--- config.mk ---
export PLATFORM = sky130hd
export DESIGN_NAME = boot_load_sequencer
export DESIGN_NICKNAME = d
export VERILOG_FILES = /design/src/rtl/boot_load_sequencer.sv
export SDC_FILE = /design/constraint.sdc
export NUM_CORES = 1
export LEC_CHECK = 0
export BUFFER_PORTS_ARGS = -buffer_cell sky130_fd_sc_hd__buf_4
export CAP_MARGIN = 20
export CORE_UTILIZATION = 40
export CTS_CLUSTER_DIAMETER = 50
export DETAILED_ROUTE_END_ITERATION = 10
export GPL_ROUTABILITY_DRIVEN = 0
export PLACE_DENSITY_LB_ADDON = 0.08
export SYNTH_ARGS = -nofsm -noshare
export SYNTH_HDL_FRONTEND = slang
export SYNTH_SLANG_ARGS = --single-unit
--- constraint.sdc ---
create_clock -name clk -period 2.9 [get_ports clk]
set_input_delay 0 -clock clk [delete_from_list [all_inputs] [get_ports clk]]
set_output_delay 0 -clock clk [all_outputs]
set_load 0.05 [all_outputs]
--- src/rtl/boot_load_sequencer.sv ---
// rtl/boot_load_sequencer.sv - host-driven memory loader and bounded run controller for the datapath
module boot_load_sequencer #(
    parameter int                    DM_ADDRESS = 9,
    parameter int                    DATA_W     = 32,
    parameter int                    CYC_W      = 16,
    parameter logic [DM_ADDRESS-1:0] HALT_ADDR  = 9'h1FC
) (
    input  logic                  clk,
    input  logic                  reset,
    input  logic                  host_valid,
    output logic                  host_ready,
    input  logic [DATA_W-1:0]     host_data,
    output logic                  resp_valid,
    input  logic                  resp_ready,
    output logic [DATA_W-1:0]     resp_data,
    input  logic                  dp_wr,
    input  logic [DM_ADDRESS-1:0] dp_addr,
    output logic                  dbg_en,
    output logic                  core_rst,
    output logic [DM_ADDRESS-1:0] im_addr,
    output logic [DATA_W-1:0]     im_data1,
    output logic [DATA_W-1:0]     im_data2,
    output logic [DM_ADDRESS-1:0] dm_addr,
    output logic [DATA_W-1:0]     dm_data1,
    output logic [DATA_W-1:0]     dm_data2
);

    typedef enum logic [2:0] {
        S_IDLE, S_LW1, S_LW2, S_WR, S_RUN, S_RESP
    } state_t;

    state_t                state_q, state_d;
    logic [1:0]            op_q, op_d;
    logic [15:0]           n_q, n_d;
    logic [15:0]           beats_q, beats_d;
    logic [CYC_W-1:0]      cyc_q, cyc_d;
    logic [DM_ADDRESS-1:0] ptr_q, ptr_d;
    logic [DATA_W-1:0]     d1_q, d1_d;
    logic [DM_ADDRESS-1:0] im_addr_q, im_addr_d, dm_addr_q, dm_addr_d;
    logic [DATA_W-1:0]     im_data1_q, im_data1_d, im_data2_q, im_data2_d;
    logic [DATA_W-1:0]     dm_data1_q, dm_data1_d, dm_data2_q, dm_data2_d;
    logic                  dbg_en_q, dbg_en_d;
    logic                  core_rst_q, core_rst_d;
    logic [DATA_W-1:0]     resp_data_q, resp_data_d;

    logic [CYC_W-1:0]      cyc_next;
    logic [15:0]           beats_next;
    logic                  halt_hit;

    // Next-state, beat capture and status composition
    always_comb begin
        state_d     = state_q;
        op_d        = op_q;
        n_d         = n_q;
        beats_d     = beats_q;
        cyc_d       = cyc_q;
        ptr_d       = ptr_q;
        d1_d        = d1_q;
        im_addr_d   = im_addr_q;
        im_data1_d  = im_data1_q;
        im_data2_d  = im_data2_q;
        dm_addr_d   = dm_addr_q;
        dm_data1_d  = dm_data1_q;
        dm_data2_d  = dm_data2_q;
        resp_data_d = resp_data_q;
        dbg_en_d    = 1'b0;
        core_rst_d  = 1'b1;
        cyc_next    = cyc_q + CYC_W'(1);
        beats_next  = beats_q + 16'd1;
        halt_hit    = dp_wr && (dp_addr == HALT_ADDR);

        case (state_q)
            S_IDLE: begin
                if (host_valid) begin
                    op_d    = host_data[31:30];
                    n_d     = host_data[15:0];
                    ptr_d   = host_data[16 +: DM_ADDRESS];
                    beats_d = '0;
                    cyc_d   = '0;
                    resp_data_d = '0;
                    case (host_data[31:30])
                        2'b00, 2'b01: begin
                            state_d = (host_data[15:0] != 16'd0) ? S_LW1 : S_RESP;
                        end
                        2'b10: begin
                            if (host_data[15:0] != 16'd0) begin
                                state_d    = S_RUN;
                                core_rst_d = 1'b0;
                            end else begin
                                state_d            = S_RESP;
                                resp_data_d[31:30] = 2'b10;
                            end
                        end
                        default: begin
                            state_d            = S_RESP;
                            resp_data_d[31:30] = 2'b11;
                        end
                    endcase
                end
            end
            S_LW1: begin
                if (host_valid) begin
                    d1_d    = host_data;
                    state_d = S_LW2;
                end
            end
            S_LW2: begin
                // Only the targeted hold set moves; the other keeps its last beat
                if (host_valid) begin
                    if (op_q == 2'b00) begin
                        im_addr_d  = ptr_q;
                        im_data1_d = d1_q;
                        im_data2_d = host_data;
                    end else begin
                        dm_addr_d  = ptr_q;
                        dm_data1_d = d1_q;
                        dm_data2_d = host_data;
                    end
                    dbg_en_d = 1'b1;
                    state_d  = S_WR;
                end
            end
            S_WR: begin
                ptr_d   = ptr_q + DM_ADDRESS'(8);
                beats_d = beats_next;
                if (beats_next == n_q) begin
                    state_d            = S_RESP;
                    resp_data_d        = '0;
                    resp_data_d[15:0]  = beats_next;
                end else begin
                    state_d = S_LW1;
                end
            end
            S_RUN: begin
                cyc_d = cyc_next;
                if (halt_hit) begin
                    state_d            = S_RESP;
                    resp_data_d        = '0;
                    resp_data_d[31:30] = 2'b01;
                    resp_data_d[15:0]  = 16'(cyc_next);
                end else if (cyc_next == CYC_W'(n_q)) begin
                    state_d            = S_RESP;
                    resp_data_d        = '0;
                    resp_data_d[31:30] = 2'b10;
                    resp_data_d[15:0]  = 16'(cyc_next);
                end else begin
                    core_rst_d = 1'b0;
                end
            end
            S_RESP: begin
                if (resp_ready) state_d = S_IDLE;
            end
            default: state_d = S_IDLE;
        endcase
    end

    // State and output registers with synchronous reset
    always_ff @(posedge clk) begin
        if (reset) begin
            state_q     <= S_IDLE;
            op_q        <= '0;
            n_q         <= '0;
            beats_q     <= '0;
            cyc_q       <= '0;
            ptr_q       <= '0;
            d1_q        <= '0;
            im_addr_q   <= '0;
            im_data1_q  <= '0;
            im_data2_q  <= '0;
            dm_addr_q   <= '0;
            dm_data1_q  <= '0;
            dm_data2_q  <= '0;
            dbg_en_q    <= 1'b0;
            core_rst_q  <= 1'b1;
            resp_data_q <= '0;
        end else begin
            state_q     <= state_d;
            op_q        <= op_d;
            n_q         <= n_d;
            beats_q     <= beats_d;
            cyc_q       <= cyc_d;
            ptr_q       <= ptr_d;
            d1_q        <= d1_d;
            im_addr_q   <= im_addr_d;
            im_data1_q  <= im_data1_d;
            im_data2_q  <= im_data2_d;
            dm_addr_q   <= dm_addr_d;
            dm_data1_q  <= dm_data1_d;
            dm_data2_q  <= dm_data2_d;
            dbg_en_q    <= dbg_en_d;
            core_rst_q  <= core_rst_d;
            resp_data_q <= resp_data_d;
        end
    end

    // Handshake strobes decode the current state and are held off during reset
    always_comb begin
        host_ready = !reset && (state_q == S_IDLE || state_q == S_LW1 || state_q == S_LW2);
        resp_valid = !reset && (state_q == S_RESP);
    end

    assign resp_data = resp_data_q;
    assign dbg_en    = dbg_en_q;
    assign core_rst  = core_rst_q;
    assign im_addr   = im_addr_q;
    assign im_data1  = im_data1_q;
    assign im_data2  = im_data2_q;
    assign dm_addr   = dm_addr_q;
    assign dm_data1  = dm_data1_q;
    assign dm_data2  = dm_data2_q;

endmodule
Word level (Yosys, flattened, before mapping)

Cells that the tools add are included.

Register bits: 274
Bits of input ports: 46
Output and inout port bits: 182
Word-level logic and storage cells: 90

Add/subtract/negate cells: 3
Equality and inequality tests: 16
Multiplexer cells: 30
Bitwise logic cells: 2
Reduce and logical (&&, ||, !) cells: 23

Operator list:

| kind                  | number |
|---|---|
| $mux 32               | 4 |
| $pmux 32 s3           | 1 |
| $pmux 16 s2           | 2 |
| $add 16x1->16 const B | 2 |
| $eq 16x16->1          | 2 |
| $mux 3                | 8 |
| $pmux 3 s6            | 1 |
| $pmux 9 s2            | 1 |
| $mux 16               | 1 |
| $reduce_bool 16->1    | 1 |
| $ne 2x2->1 const B    | 5 |
| $add 9x4->9 const B   | 1 |
| $eq 9x9->1 const B    | 1 |
| $mux 9                | 1 |
| $reduce_and 2->1      | 4 |
| $mux 1                | 7 |
| $eq 3x2->1 const B    | 2 |
| $eq 3x3->1 const B    | 2 |
| $pmux 3 s2            | 1 |
| $reduce_and 3->1      | 2 |
| $reduce_and 5->1      | 1 |
| $logic_not 2->1       | 2 |
| $pmux 2 s2            | 1 |
| $reduce_and 4->1      | 1 |
| 14 further kinds      | 20 |

Logic depth before layout (Yosys ltp)

Depth after elaboration: 5
Depth in mapped cells: 13
Depth with buffers taken out: 9

Worst setup path after synthesis

No wires, ideal clock.

Path type: register to register
Start: register beats_q[0]
End: register resp_data_q[11], in the netlist resp_data[11]
Library setup time: 0.069 ns
Data arrival time: 3.130 ns
Data required time: 2.831 ns
Setup slack: -0.299 ns
Stages on the path, launching flop included: 14
Buffers on the path: 4
Clock period less this slack: 3.199 ns
Cells stage by stage: dfxtp_1 > ha_1 > and3_1 > and3_1 > buf_6 > xnor2_1 > a221o_1 > or4_1 > or4_1 > buf_2 > o21a_1 > buf_6 > buf_6 > o21ai_1

Word-level cells in the longest chain between the ends: 4
Elaborated cells on any way between the ends: 6
Those cells by class: add/sub (1); eq/ne (2); mux (2); reduce/logical (1)

Ends and longest elaborated chain:

| element                    | RTL line | text |
|---|---|---|
| from (decl)                | 35       | `logic [15:0] beats_q, beats_d;` |
| from (signal assigned)     | 180      | `beats_q <= beats_d;` |
| $add 16x1->16 (*)          | 69       | `beats_next = beats_q + 16'd1;` |
| $eq 16x16->1               | 126      | `if (beats_next == n_q) begin` |
| $ne 2x2->1 (no line)       | n/a      |  |
| $reduce_and 4->1 (no line) | n/a      |  |
| to (signal assigned)       | 192      | `resp_data_q <= resp_data_d;` |
| to (decl)                  | 44       | `logic [DATA_W-1:0] resp_data_q, resp_data_d;` |

Every way passes the cells marked *; elsewhere a longest branch is shown, timed or not. The select of a mux whose other input is x is not followed.
A chain may end at the register's enable or synchronous reset.

Final worst setup path

Start: register beats_q[2]
End: register resp_data_q[14], in the netlist resp_data[14]

Same word-level chain as after synthesis.

==> results.toml <==
[run_status]
status = "complete, but fails checks"
violations = "negative setup slack"

[yosys]
netlist_area_um2 = 11000
ys_ff_latch = 260
syn_avg_cell_area_um2 = 7.59
synth-seq-area-share_pct = 47.1
syn_inst = 1456
synth_edf_count = 0
synth_ff_type = "dfxtp_1"
async_flop_share_pct = 0
synth_cell_type_count = 52
yosys_warnings = 0

[floorplanning]
die_y_um = 168
start_util_pct = 40.9
dieArea_um2 = 28300
core_um2 = 27000
std_cell_rows = 60
ios = 228
die_x_um = 168

[power]
peakVddDrop_v = 0.000380
leakage_nw = 5.75
p_per_area_nw_per_um2 = 580

[critical_path]
crit_path_end_kind = "flip-flop"
cp.arrival_ns = 3.37
r2r_cells = 10
r2r-start = "beats_q[2]"
required_ns = 3.34
critPathKind = "flip-flop to flip-flop"
crit_path_start = "beats_q[2]"
reg2reg_slack_ns = -0.04
start_kind = "flip-flop"
reg2reg_to = "resp_data[14]"
worstPathMaxFanout = 8

[clock_network]
clk_pin_slew_worst_paths_ns = 0.06
clockBufferDepth = 3
tritoncts = "done"
numCtsBuffers = 34
cts_root_buffer = "clkbuf_16"
cts.sinks = 260
cts_htree_levels = 2
clk_latency_ns = 0.51

[worst_hold_path]
hold_path_end = "resp_data[31]"
worstHoldPathType = "input port to flip-flop"
whs_path_depth = 4
worst_hold_startpoint = "dp_addr[2]"

[finish]
multi_input_area_um2 = 5530
drive_above_1_share_pct = 23.6
n_antenna_cell = 0
mostFrequentLayoutCells = "451 x nand2_1, 298 x buf_4, 256 x dfxtp_1"
seq_area_um2 = 5220
fill_cells = 2573
finalInstanceArea_um2 = 15100
final_net_count = 1767
area_delta_synth_final_pct = 37.0
layout_commonest_cell = "nand2_1"

[detailed_routing]
viasPerCell = 5.24
ant_nets = 0
dr_total_vias = 10917
dr.first_iter.drc_count = 829
avgRoutedWirePerCell_um = 17.4
drc = 0
finalWirelength_mm = 36.2
first_pass_iters = 5

[sta]
finalMaxSlewViolations = 0
fin_skew_ns = 0.0152
rsz0062_at_grt = "true"
fin_crit_sh_pct = 101
fmax_mhz = 340
setup_violations = 8
setup_tns_ns = -0.206
period_minus_slack_ns = 2.94
slew_headroom_pct = 39.1
timing.final.ws_setup_ns = -0.0385
worstMarginPinSlew_ns = 0.913
fin_hold_ws_ns = 0.0176
hold_violations = 0

[global_routing]
grt.total_usage_pct = 24.9
grt_antenna_before_repair = 0
grt_pass1_vias = 10098
grt_pass1_wl_mm = 56.1
grt_overflow_total = 0
grt_max_degree = 176

[job]
maxCapViolations = 0

[place]
dpl_cell_area_um2 = 13300
port_buffers = 213
hpwlAfterDp_mm = 23.6
[routing by layer]
metal	part of all wire [%]	track usage, %	up-vias
met3	7.7	5.92	55
li1	-	-	5406
met2	45	39.1	356
met4	2.1	7.08	0
met5	0	0	-
met1	45	34.0	5100
[worst max path at each step]
stage / to / slack, ns / depth (start not counted)
finish: resp_data[14] / -0.04 / 10
global route: resp_data[14] / -0.13 / 10
CTS: resp_data[4] / 0.03 / 10
detailed placement: resp_data[15] / -0.04 / 10
global placement: resp_data[0] / 0.04 / 10
floorplan: resp_data[11] / -0.09 / 13
[cell type report]
class	count	area share [%]
multi-input combinational	1071	36.6
sequential	260	34.5
timing repair buffer	344	18.4
clock buffer	48	6.51
tap	341	2.82
clock inverter	13	1.04
inverter	7	0.174
[sequential cells by signal, summed over array words and instances (netlist names), 16 cells and up]
| name | cells |
|---|---|
| resp_data | 18 |
| dm_data2 | 32 |
| cyc_q | 16 |
| im_data2 | 32 |
| beats_q | 16 |
| d1_q | 32 |
| dm_data1 | 32 |
| im_data1 | 32 |
| n_q | 16 |
[cell usage after synthesis (2+ instances only)]
cell type,n,area (µm²)
xor2_1,14,123
nor3b_1,3,22.5
and4_1,3,26.3
o211ai_1,2,15.0
nand4_1,9,56.3
nor4_1,17,106
and2_1,6,37.5
o21ai_0,29,145
buf_2,10,50.1
or4_1,5,37.5
dfxtp_1,260,5200
ha_1,3,37.5
a221oi_1,4,35.0
nand2_1,452,1700
mux2i_1,4,40.0
nor2_1,70,263
xnor2_1,46,403
buf_6,3,33.8
nand3_1,14,70.1
or2_2,3,18.8
nand3b_1,3,22.5
a311oi_1,2,17.5
and3_1,8,50.1
inv_1,7,26.3
nor2b_1,2,12.5
buf_4,14,105
o22ai_1,8,50.1
o2111ai_1,18,158
buf_1,2,7.51
o21ai_1,11,55.1
a211oi_1,3,22.5
a31oi_1,5,31.3
or3_1,8,50.1
clkbuf_1,101,379
nor3_1,23,115
nand2b_1,6,37.5
o32a_1,2,20.0
a22oi_1,10,75.1
a21oi_1,247,1240
o31ai_1,7,52.6
[repair_timing]
action | 4_1_cts | 5_1_grt
endpoints found under the hold margin | 165 | 0
setup buffers | 0 | 5
gates cloned | 0 | 2
hold buffers | 35 | 0
resized for setup | 4 | 39
endpoints found under the setup margin | 12 | 21
pin swaps | 0 | 7
[critical path, stage by stage (launching register included)]
cell	delay [ns]
dfxtp_4	0.37
nand4_1	0.19
nor4_2	0.28
buf_4	0.16
xnor2_1	0.11
o221ai_1	0.12
or4_1	0.54
or4_4	0.59
o21a_4	0.18
clkbuf_16	0.17
o31ai_2	0.15
[where the power goes]
group	internal, mW	switching [mW]
clock	2.58	1.62
sequential	3.64	0.0774
combinational	0.297	0.559
[cells by family (layout without fill, tap and decap cells)]
group,after synthesis,in the layout,synth area share (%)
AOI/OAI and AO/OA,356,356,18.0
xor gates and xnor gates,60,60,4.76
adders and majority gates,3,3,0.340
buffers and inverters,138,412,5.49
DFF,260,260,47.1
muxes,5,5,0.464
other,1,14,0.0339
and+or+nand+nor,633,633,23.8
[metrics by stage]
| stage | instances | util [%] | setup WS [ns] | total power [mW] |
|---|---|---|---|---|
| final | 2084 | 56.0 | -0.0385 | 8.77 |
| after global routing | 2084 | 56.0 | -0.127 | 9.07 |
| after CTS | 2077 | 54.9 | 0.0336 | 8.80 |
| after detailed placement | 1981 | 49.4 | -0.0355 | 4.56 |
| after global placement | 1981 | 49.4 | 0.0395 | 4.55 |
| after floorplan | 1469 | - | -0.0855 | 4.27 |
Note: power is estimated with default switching activity, not from simulation.
